<file path="config.mk">
export PLATFORM = sky130hd
export DESIGN_NAME = usb_rx_unstuff_crc
export DESIGN_NICKNAME = d
export VERILOG_FILES = /design/src/rtl/usb_rx_unstuff_crc.sv
export SDC_FILE = /design/constraint.sdc
export NUM_CORES = 1
export LEC_CHECK = 0
export ABC_CLOCK_PERIOD_IN_PS = 7850
export CORE_MARGIN = 1.5
export CORE_UTILIZATION = 30
export DETAILED_ROUTE_END_ITERATION = 8
export SLEW_MARGIN = 20
export SYNTH_ARGS = -nofsm -noshare
export SYNTH_HDL_FRONTEND = slang
export SYNTH_SLANG_ARGS = --single-unit
</file>
<file path="constraint.sdc">
create_clock -name clk -period 7.85 [get_ports clk]
set_input_delay 1.57 -clock clk [delete_from_list [all_inputs] [get_ports clk]]
set_output_delay 1.57 -clock clk [all_outputs]
set_load 0.02 [all_outputs]
</file>
<file path="src/rtl/usb_rx_unstuff_crc.sv">
// USB receive back-end: removes stuffed bits from the NRZI-decoded stream, captures and checks
// the PID, shifts in the payload and verifies the CRC16 residual, then flags the packet as received.
module usb_rx_unstuff_crc #(
  parameter int unsigned DATA_BITS   = 64,
  parameter logic [15:0] CRC_RESIDUE = 16'h800D
) (
  input  logic                 clk,
  input  logic                 rst_n,
  input  logic                 s_in,
  input  logic                 start_unstuffer,
  input  logic                 end_unstuffer,
  input  logic                 pkt_rec,
  output logic                 pkt_status,
  output logic [7:0]           rc_hshake,
  output logic [DATA_BITS-1:0] rc_data,
  output logic                 PID_error,
  output logic                 rc_CRCerror
);

  localparam int unsigned PID_BITS = 8;
  localparam int unsigned CRC_BITS = 16;
  localparam int unsigned PKT_BITS = PID_BITS + DATA_BITS + CRC_BITS;
  localparam int unsigned CW       = $clog2(PKT_BITS + 1);

  localparam logic [CW-1:0] CNT_PID_LAST = CW'(PID_BITS - 1);
  localparam logic [CW-1:0] CNT_HSHAKE   = CW'(PID_BITS);
  localparam logic [CW-1:0] CNT_PAY_END  = CW'(PID_BITS + DATA_BITS);
  localparam logic [CW-1:0] CNT_PKT_END  = CW'(PKT_BITS);
  localparam logic [15:0]   CRC_POLY     = 16'h8005;

  typedef enum logic {US_IDLE, US_ACTIVE} us_state_t;
  typedef enum logic [1:0] {DEC_IDLE, DEC_PID, DEC_DATA, DEC_DONE} dec_state_t;

  // unstuffer -> decoder
  us_state_t  us_state;
  logic [2:0] ones_cnt;
  logic [3:0] pid_left;
  logic       stuff_viol;
  logic       ub_valid;
  logic       ub_bit;
  logic       ub_last;

  // decoder -> CRC stage
  dec_state_t    dec_state;
  logic [CW-1:0] bit_cnt;
  logic [7:0]    pid_next;
  logic          fw_valid;
  logic          fw_bit;
  logic          fw_payload;
  logic          dec_last;

  // CRC stage -> status
  logic [15:0] crc;
  logic        crc_last;
  logic        crc_fail;

  // The PID byte is passed straight through; the ones run that governs unstuffing starts
  // with the first payload bit.
  always_ff @(posedge clk or posedge rst_n) begin
    if (rst_n) begin
      us_state   <= US_IDLE;
      ones_cnt   <= '0;
      pid_left   <= '0;
      stuff_viol <= 1'b0;
      ub_valid   <= 1'b0;
      ub_bit     <= 1'b0;
      ub_last    <= 1'b0;
    end else begin
      ub_valid <= 1'b0;
      ub_last  <= 1'b0;
      if (start_unstuffer) begin
        us_state   <= US_ACTIVE;
        ones_cnt   <= '0;
        pid_left   <= 4'd8;
        stuff_viol <= 1'b0;
      end else if (us_state == US_ACTIVE) begin
        if (pid_left != '0) begin
          ub_valid <= 1'b1;
          ub_bit   <= s_in;
          pid_left <= pid_left - 4'd1;
        end else if (ones_cnt == 3'd6) begin
          ones_cnt <= '0;
          if (s_in) stuff_viol <= 1'b1;
        end else begin
          ub_valid <= 1'b1;
          ub_bit   <= s_in;
          ones_cnt <= s_in ? ones_cnt + 3'd1 : '0;
        end
        if (end_unstuffer) begin
          ub_last  <= 1'b1;
          us_state <= US_IDLE;
        end
      end
    end
  end

  assign pid_next = {rc_hshake[6:0], ub_bit};

  always_ff @(posedge clk or posedge rst_n) begin
    if (rst_n) begin
      dec_state  <= DEC_IDLE;
      bit_cnt    <= '0;
      rc_hshake  <= '0;
      PID_error  <= 1'b0;
      fw_valid   <= 1'b0;
      fw_bit     <= 1'b0;
      fw_payload <= 1'b0;
      dec_last   <= 1'b0;
    end else begin
      fw_valid <= 1'b0;
      dec_last <= 1'b0;
      if (start_unstuffer) begin
        dec_state <= DEC_PID;
        bit_cnt   <= '0;
        rc_hshake <= '0;
        PID_error <= 1'b0;
      end else begin
        case (dec_state)
          DEC_PID: begin
            if (ub_valid) begin
              rc_hshake <= pid_next;
              bit_cnt   <= bit_cnt + CW'(1);
              if (bit_cnt == CNT_PID_LAST) begin
                PID_error <= (pid_next[7:4] != ~pid_next[3:0]);
                dec_state <= DEC_DATA;
              end
            end
            if (ub_last) begin
              dec_state <= DEC_DONE;
              dec_last  <= 1'b1;
            end
          end
          DEC_DATA: begin
            // Bits beyond payload + CRC are dropped; the count saturates at the packet length.
            if (ub_valid && (bit_cnt < CNT_PKT_END)) begin
              fw_valid   <= 1'b1;
              fw_bit     <= ub_bit;
              fw_payload <= (bit_cnt < CNT_PAY_END);
              bit_cnt    <= bit_cnt + CW'(1);
            end
            if (ub_last) begin
              dec_state <= DEC_DONE;
              dec_last  <= 1'b1;
            end
          end
          default: ;
        endcase
      end
    end
  end

  always_ff @(posedge clk or posedge rst_n) begin
    if (rst_n) begin
      crc      <= '1;
      rc_data  <= '0;
      crc_last <= 1'b0;
    end else begin
      crc_last <= 1'b0;
      if (start_unstuffer) begin
        crc     <= '1;
        rc_data <= '0;
      end else begin
        if (fw_valid) begin
          crc <= {crc[14:0], 1'b0} ^ ((crc[15] ^ fw_bit) ? CRC_POLY : 16'h0000);
          if (fw_payload) rc_data <= {rc_data[DATA_BITS-2:0], fw_bit};
        end
        crc_last <= dec_last;
      end
    end
  end

  // Handshake packets carry no CRC; any other length short of a full data packet is an error.
  always_comb begin
    crc_fail = 1'b1;
    if (bit_cnt == CNT_HSHAKE)
      crc_fail = stuff_viol;
    else if (bit_cnt == CNT_PKT_END)
      crc_fail = (crc != CRC_RESIDUE) | stuff_viol;
  end

  always_ff @(posedge clk or posedge rst_n) begin
    if (rst_n) begin
      pkt_status  <= 1'b0;
      rc_CRCerror <= 1'b0;
    end else if (start_unstuffer) begin
      pkt_status  <= 1'b0;
      rc_CRCerror <= 1'b0;
    end else if (crc_last) begin
      pkt_status  <= 1'b1;
      rc_CRCerror <= crc_fail;
    end else if (pkt_rec) begin
      pkt_status  <= 1'b0;
    end
  end

endmodule

</file>
After elaboration in Yosys (flattened, before gate mapping)
Cells that the tools add are included.
{"block": "totals", "register_bits": 117, "latch_bits": 0, "ramBits": 0, "romBits": 0, "input_bits": 6, "output_inout_bits": 75, "word_cells": 132, "memories": 0}
{"block": "op_classes", "n_addsub": 3, "mul": 0, "div_mod_pow": 0, "order_cmp": 2, "n_eq_ne": 15, "n_shift": 0, "muxes": 62, "bitwise_logic": 5, "reduce_logical": 25}
{"cell": "two-way mux 64 bit", "count": 3}
{"cell": "two-way mux 16 bit", "count": 3}
{"cell": "two-way mux 1 bit", "count": 35}
{"cell": "two-way mux 8 bit", "count": 3}
{"cell": "two-way mux 7 bit", "count": 3}
{"cell": "nonzero test 2 bit", "count": 10}
{"cell": "!= test 16 bit, second input constant", "count": 1}
{"cell": "XOR 16 bit", "count": 1}
{"cell": "two-way mux 3 bit", "count": 5}
{"cell": "less-than comparator 7 bit, second input constant", "count": 2}
{"cell": "case mux 7 bit (2 select lines)", "count": 1}
{"cell": "two-way mux 4 bit", "count": 3}
{"cell": "AND reduction 3 bit", "count": 4}
{"cell": "two-way mux 2 bit", "count": 5}
{"cell": "!= test 3 bit, second input constant", "count": 3}
{"cell": "!= test 4 bit, second input constant", "count": 2}
{"cell": "AND reduction 2 bit", "count": 4}
{"cell": "AND reduction 4 bit", "count": 2}
{"cell": "adder 7 x 1 -> 7 bit, second input constant", "count": 1}
{"cell": "equality test 7 x 3 -> 1 bit, second input constant", "count": 1}
{"cell": "equality test 7 x 4 -> 1 bit, second input constant", "count": 1}
{"cell": "equality test 7 bit, second input constant", "count": 1}
{"cell": "nonzero test 3 bit", "count": 2}
{"cell": "!= test 2 bit, second input constant", "count": 2}
{"cell": "14 further kinds", "count": 14}

Logic depth before layout (Yosys ltp)
Gate-level depths: netlist of run 1.
{"block": "depth", "depth_word": 6, "mapped_depth": 7, "depth_no_buf": 6}

Worst setup path after synthesis of run 1
OpenSTA, ideal clock, no wires.
{"block": "synth_path", "path_type": "input to register", "startpoint": "input start_unstuffer", "endpoint": "register bit_cnt[0]", "setup_ns": 0.132, "t_arrival_ns": 2.363, "t_required_ns": 7.718, "path_slack_ns": 5.355, "stages": 4, "n_path_buf": 3, "path_cell_list": "clkbuf_1 -> clkbuf_1 -> clkbuf_1 -> nor2_1"}
{"block": "synth_via", "elab_chain_cells": 2, "word_cells_on_any_way": 5, "classes_between": "2 x eq/ne; 1 x mux; 2 x reduce/logical"}
{"element": "from (decl)", "line_no": "10", "rtl": "input logic start_unstuffer,"}
{"element": "!= test 3 bit (no source line) / nonzero test 3 bit (equally long branches)"}
{"element": "AND reduction 3 bit (no source line)"}
{"element": "to (signal assigned)", "line_no": "122", "rtl": "bit_cnt <= bit_cnt + CW'(1);"}
{"element": "to (signal assigned)", "line_no": "139", "rtl": "bit_cnt <= bit_cnt + CW'(1);"}
{"element": "to (decl)", "line_no": "45", "rtl": "logic [CW-1:0] bit_cnt;"}
Parallel ways exist; a longest one is shown, timed or not.
A chain may end at the register's enable or synchronous reset.

Worst setup path in the final report of run 1
{"block": "layout_path", "startpoint": "register rc_hshake[4]", "endpoint": "output rc_hshake[4]"}
{"element": "from (decl)", "line_no": "14", "rtl": "output logic [7:0] rc_hshake,"}
{"element": "from (signal assigned)", "line_no": "121", "rtl": "rc_hshake <= pid_next;"}
No word-level cell between the ends.

==> results of run 1 <==
-- metrics by stage --
stage | cells | util
3_5_place_dp | 799 | 0.365
2_1_floorplan | 531 | -
3_3_place_gp | 799 | 0.364
6_report | 831 | 0.398
5_1_grt | 831 | 0.398
4_1_cts | 831 | 0.397
-- final timing paths --
kind                            slack [ps]           end         start  depth (start not counted)
worst max-delay path                  4800  rc_hshake[4]  rc_hshake[4]                          1
worst min-delay path                   500      crc_last      dec_last                          1
worst min register to register         500      crc_last      dec_last                          1
max in group asynchronous             4930   ones_cnt[2]         rst_n                          3
worst max register to register        5700   rc_data[39]      fw_valid                          3
min in group asynchronous             1590   rc_data[42]         rst_n                          2
-- report_power, final --
part	total (uW)	internal, uW	leakage, uW	switching [uW]
clock network	703	445	0.000280	257
logic	83.3	31.6	0.000768	51.7
registers	631	618	0.00156	13.1
-- cell families after synthesis --
family	after synthesis	synth area share
buffers and inverters	45	0.0354
xor gates and xnor gates	12	0.0207
and+or+nand+nor	230	0.200
DFF	117	0.580
AOI/OAI and AO/OA	115	0.136
adders and majority gates	8	0.0197
muxes	4	0.00861
-- layer usage --
layer,wire [um],global-route usage,vias to the layer above
li1,-,-,1914
met1,5050,0.159,1908
met2,5270,0.216,86
met3,486,0.0361,13
met4,132,0.0489,0
met5,0,0,-
-- synth_stat cells (all sizes together), types with 3 or more instances --
cell,number
a211o,14
a21oi,86
buf,10
clkbuf,24
dfrtp,101
dfstp,16
ha,8
inv,11
mux2,3
nand2,157
nand3,8
nor2,13
nor2b,17
nor3,6
nor3b,5
nor4,6
o21ai,5
o31ai,3
or3,4
xnor2,8
xor2,4
-- area by class of cell --
| cell class | count | area [um2] | share of cell area |
|---|---|---|---|
| inverter | 11 | 43.8 | 0.00664 |
| tap | 220 | 275 | 0.0418 |
| multi-input combinational | 369 | 1970 | 0.299 |
| clock buffer | 21 | 460 | 0.0698 |
| sequential | 117 | 2950 | 0.447 |
| clock inverter | 11 | 83.8 | 0.0127 |
| timing repair buffer | 82 | 813 | 0.123 |
-- sequential cells by signal (all words and copies together), names as in the netlist, 2 cells and up --
| register | cells |
|---|---|
| pid_left | 4 |
| bit_cnt | 7 |
| dec_state | 2 |
| ones_cnt | 3 |
| rc_hshake | 8 |
| rc_data | 64 |
| crc | 16 |
==> impl_metrics.py, run 1 <==
metrics = {
    "pwr": {
        "vdd_ir_drop_max_v": 0.000164,
        "power_density_mw_per_mm2": 215,
        "fin_total_pwr_uw": 1420,
        "p_leak_uw": 0.00260,
    },
    "drt": {
        "dr_total_vias": 3921,
        "routed_wl_mm": 10.9,
        "ant_nets": 0,
        "first_pass_iters": 6,
        "wl_per_cell_um": 13.2,
        "drt_iter0_markers": 200,
        "viasPerCell": 4.72,
        "drc": 0,
    },
    "synth": {
        "synth_nets": 545,
        "ys_warn_count": 0,
        "synth_edf_count": 0,
        "synth-main-ff-cell": "dfrtp_1",
        "synth_area_mm2": 0.00509,
        "ys_seq_area_frac": 0.580,
        "syn_avg_cell_area_um2": 9.58,
        "synth_top_cell_area_share": 0.497,
        "synth-async-reset-ratio": 1.00,
        "synth_area_leaders": "dfrtp_1 50%, nand2_1 12%, a21oi_1 8.4%",
        "syn-instance-count": 531,
        "ys_ff_latch": 117,
        "ys_types": 42,
        "yosysTopAreaCell": "dfrtp_1",
    },
    "placed_design": {
        "place_ws_ps": 4420,
        "place_area_mm2": 0.00605,
        "hpwlAfterDp_mm": 7.00,
        "port-buffer-count": 80,
        "gp_congestion": 0.740,
    },
    "finish": {
        "drive_gt1_frac": 0.0982,
        "most-common-layout-cells": "156 x nand2_1, 101 x dfrtp_1, 85 x a21oi_1",
        "fillCellCount": 1651,
        "area_delta_synth_final_pct": 29.6,
        "design_area_mm2": 0.00659,
        "fin_nets": 612,
        "final_common_cell": "nand2_1",
        "antenna_cells": 0,
    },
    "global_routing": {
        "grt_pass1_wl_mm": 18.6,
        "grt-ovfl-total": 0,
        "grt_max_degree": 89,
        "grt_antenna_before_repair": 0,
        "first_global_vias": 3886,
        "grt.total_usage": 0.129,
    },
    "clocking": {
        "clock_path_buffers": 2,
        "cts_tree": "done",
        "cts_root_buffer": "clkbuf_16",
        "holdBufCountCts": 0,
        "clock_sinks": 117,
        "post-cts-setup-buffers": 0,
        "post_cts_resize_count": 0,
        "cts_buffers": 17,
        "clock_latency_ps": 410,
        "htreeDepth": 4,
        "clk_pin_slew_worst_paths_ps": 50,
    },
    "die": {
        "initial_core_util": 0.307,
        "placementRows": 47,
        "dieWidth_um": 133,
        "dieArea_mm2": 0.0177,
        "ios": 81,
        "fp.dieH_um": 133,
        "core_area_mm2": 0.0166,
    },
    "min_path": {
        "hold_path.class": "reg -> reg",
    },
    "sta": {
        "fmax_mhz": 328,
        "fin_crit_sh": 0.389,
        "slew_viol_final": 0,
        "tightest_slew_ps": 1040,
        "grt_setup_unrepaired": "false",
        "fin_skew_ps": 8.16,
        "relSlewSlack": 0.306,
        "finalSetupTns_ps": 0,
        "period_needed_ps": 3050,
        "hold_viol": 0,
        "fin_hold_ws_ps": 500,
        "setup_violations": 0,
        "setup_ws_ps": 4800,
    },
    "critical_path": {
        "endpoint_kind": "output port",
        "critPathMaxStageDelay_ps": 640,
        "cp.required_ps": 6280,
        "critical_path_class": "reg -> out",
        "crit_chain": "clkdlybuf4s50_1",
        "crit_fanout": 4,
        "critPathTopFamily": "buffers and inverters",
        "cp.arrival_ps": 1480,
        "slowest_stage": "clkdlybuf4s50_1",
        "crit_path_start_kind": "register",
        "critPathBufInv": 1,
    },
    "status": {
        "status": "completed",
    },
    "run": {
        "maxCapViolations": 0,
    },
}
Power figures use the tool's default switching activity.
==> inputs of run 2 (changes only) <==
Settings changed: ABC_CLOCK_PERIOD_IN_PS 7850 to 2500.
Clock period 7.85 ns to 2.5 ns, I/O delays scaled along.
==> impl_metrics.py, run 2 (synthesis gave the netlist of run 1 again) <==
metrics = {
    "sta": {
        "grt_setup_unrepaired": "false",
        "fin_skew_ps": 6.73,
        "setup_violations": 0,
        "relSlewSlack": 0.605,
        "finalSetupTns_ps": 0,
        "slew_viol_final": 0,
        "hold_viol": 0,
        "period_needed_ps": 1990,
        "fmax_mhz": 502,
        "tightest_slew_ps": 590,
        "setup_ws_ps": 509,
        "fin_crit_sh": 0.796,
    },
    "global_routing": {
        "grt_pass1_wl_mm": 19.4,
        "grt-ovfl-total": 0,
        "grt.total_usage": 0.137,
        "grt_max_degree": 68,
        "first_global_vias": 3970,
        "grt_antenna_before_repair": 0,
    },
    "finish": {
        "area_delta_synth_final_pct": 33.7,
        "top_regs": "rc_data (64), crc (16), rc_hshake (8)",
        "final_common_cell": "nand2_1",
        "drive_gt1_frac": 0.106,
        "fin_nets": 617,
        "most-common-layout-cells": "156 x nand2_1, 101 x dfrtp_1, 85 x a21oi_1",
        "top_register": "rc_data",
        "fillCellCount": 1591,
        "antenna_cells": 0,
        "largest_reg_flops": 64,
    },
    "pwr": {
        "vdd_ir_drop_max_v": 0.000455,
        "seqPwrFrac": 0.406,
        "comb_power_share": 0.057,
        "clkPwrFrac": 0.537,
        "power_density_mw_per_mm2": 717,
        "swShare": 0.211,
        "p_switching_uw": 1030,
        "p_leak_uw": 0.00268,
        "intPower_uw": 3850,
    },
    "clocking": {
        "holdBufCountCts": 0,
        "post-cts-setup-buffers": 0,
        "clock_path_buffers": 2,
        "htreeDepth": 4,
        "clock_sinks": 117,
        "post_cts_resize_count": 0,
        "clk_pin_slew_worst_paths_ps": 50,
        "cts_tree": "done",
        "clock_latency_ps": 410,
        "cts_buffers": 17,
        "cts_root_buffer": "clkbuf_16",
    },
    "die": {
        "dieWidth_um": 133,
        "initial_core_util": 0.307,
        "ios": 81,
        "dieArea_mm2": 0.0177,
        "fp.dieH_um": 133,
        "placementRows": 47,
        "core_area_mm2": 0.0166,
    },
    "placed_design": {
        "place_ws_ps": 690,
        "port-buffer-count": 80,
        "gp_congestion": 0.773,
        "hpwlAfterDp_mm": 7.24,
    },
    "drt": {
        "viasPerCell": 4.77,
        "ant_nets": 0,
        "dr_total_vias": 3986,
        "first_pass_iters": 4,
        "routed_wl_mm": 11.3,
        "drc": 0,
        "wl_per_cell_um": 13.5,
        "drt_iter0_markers": 179,
    },
    "critical_path": {
        "critical_path_class": "reg -> out",
        "cp.arrival_ps": 1490,
        "worstReg2RegStart": "dec_state[0]",
        "slowest_stage": "clkdlybuf4s50_1",
        "critPathBufInv": 1,
        "rrSetupSlack_ps": 680,
        "cp.required_ps": 2000,
        "endpoint_kind": "output port",
        "crit_chain": "clkdlybuf4s50_1",
        "crit_fanout": 4,
        "crit_start": "rc_hshake[1]",
        "crit_path_start_kind": "register",
        "critPathMaxStageDelay_ps": 650,
        "critPathTopFamily": "buffers and inverters",
    },
    "status": {
        "status": "completed",
    },
    "run": {
        "maxCapViolations": 0,
    },
    "min_path": {
        "hold_path.class": "in -> async",
    },
}
==> run 2: cell types whose count changed in the layout (fill, tap and decap cells not counted), sizes merged <==
cell / change
clkinv: -6
clkinvlp: +1
bufinv: +3
clkbuf: +3
inv: -1
buf: +5
==> run 2: layer usage <==
metal / track usage / wire length [um] / up-vias
li1: - / - / 1920
met1: 0.168 / 5050 / 1959
met2: 0.225 / 5510 / 92
met3: 0.0411 / 536 / 15
met4: 0.0543 / 181 / 0
met5: 0 / 0 / -
==> run 2: cell type report <==
cell class / instances / area [um2] / share of cell area
clock buffers: 24 / 502 / 0.0738
clock inverters: 8 / 144 / 0.0212
inverters: 11 / 45.0 / 0.00662
multi-input cells: 369 / 1960 / 0.288
flip-flops and latches: 117 / 2950 / 0.433
well taps: 220 / 275 / 0.0405
repair buffers: 87 / 926 / 0.136
==> run 2: worst paths after layout <==
| kind | to | depth (start not counted) |
|---|---|---|
| min in group clk | crc_last | 1 |
| worst min-delay path | rc_data[34] | 2 |
| worst min register to register | crc_last | 1 |
| worst max register to register | bit_cnt[5] | 6 |
| max in group asynchronous | crc[13] | 3 |
| worst max-delay path | rc_hshake[1] | 1 |
==> run 2: power by group through the flow <==
stage / clock network, uW / registers, uW / logic (uW)
floorplan: 0 / 2000 / 202
global placement: 0 / 2010 / 266
detailed placement: 0 / 2010 / 283
CTS: 2680 / 1980 / 285
global route: 2770 / 1990 / 320
finish: 2620 / 1980 / 279
==> run 2: metrics by stage <==
step	instances	total power [uW]	hold slack [ps]	util	area [um2]
floorplan	531	2200	439	-	5090
global placement	804	2270	495	0.371	6160
detailed placement	804	2290	494	0.371	6160
CTS	836	4950	396	0.410	6800
global route	836	5080	417	0.410	6800
finish	836	4880	402	0.410	6800
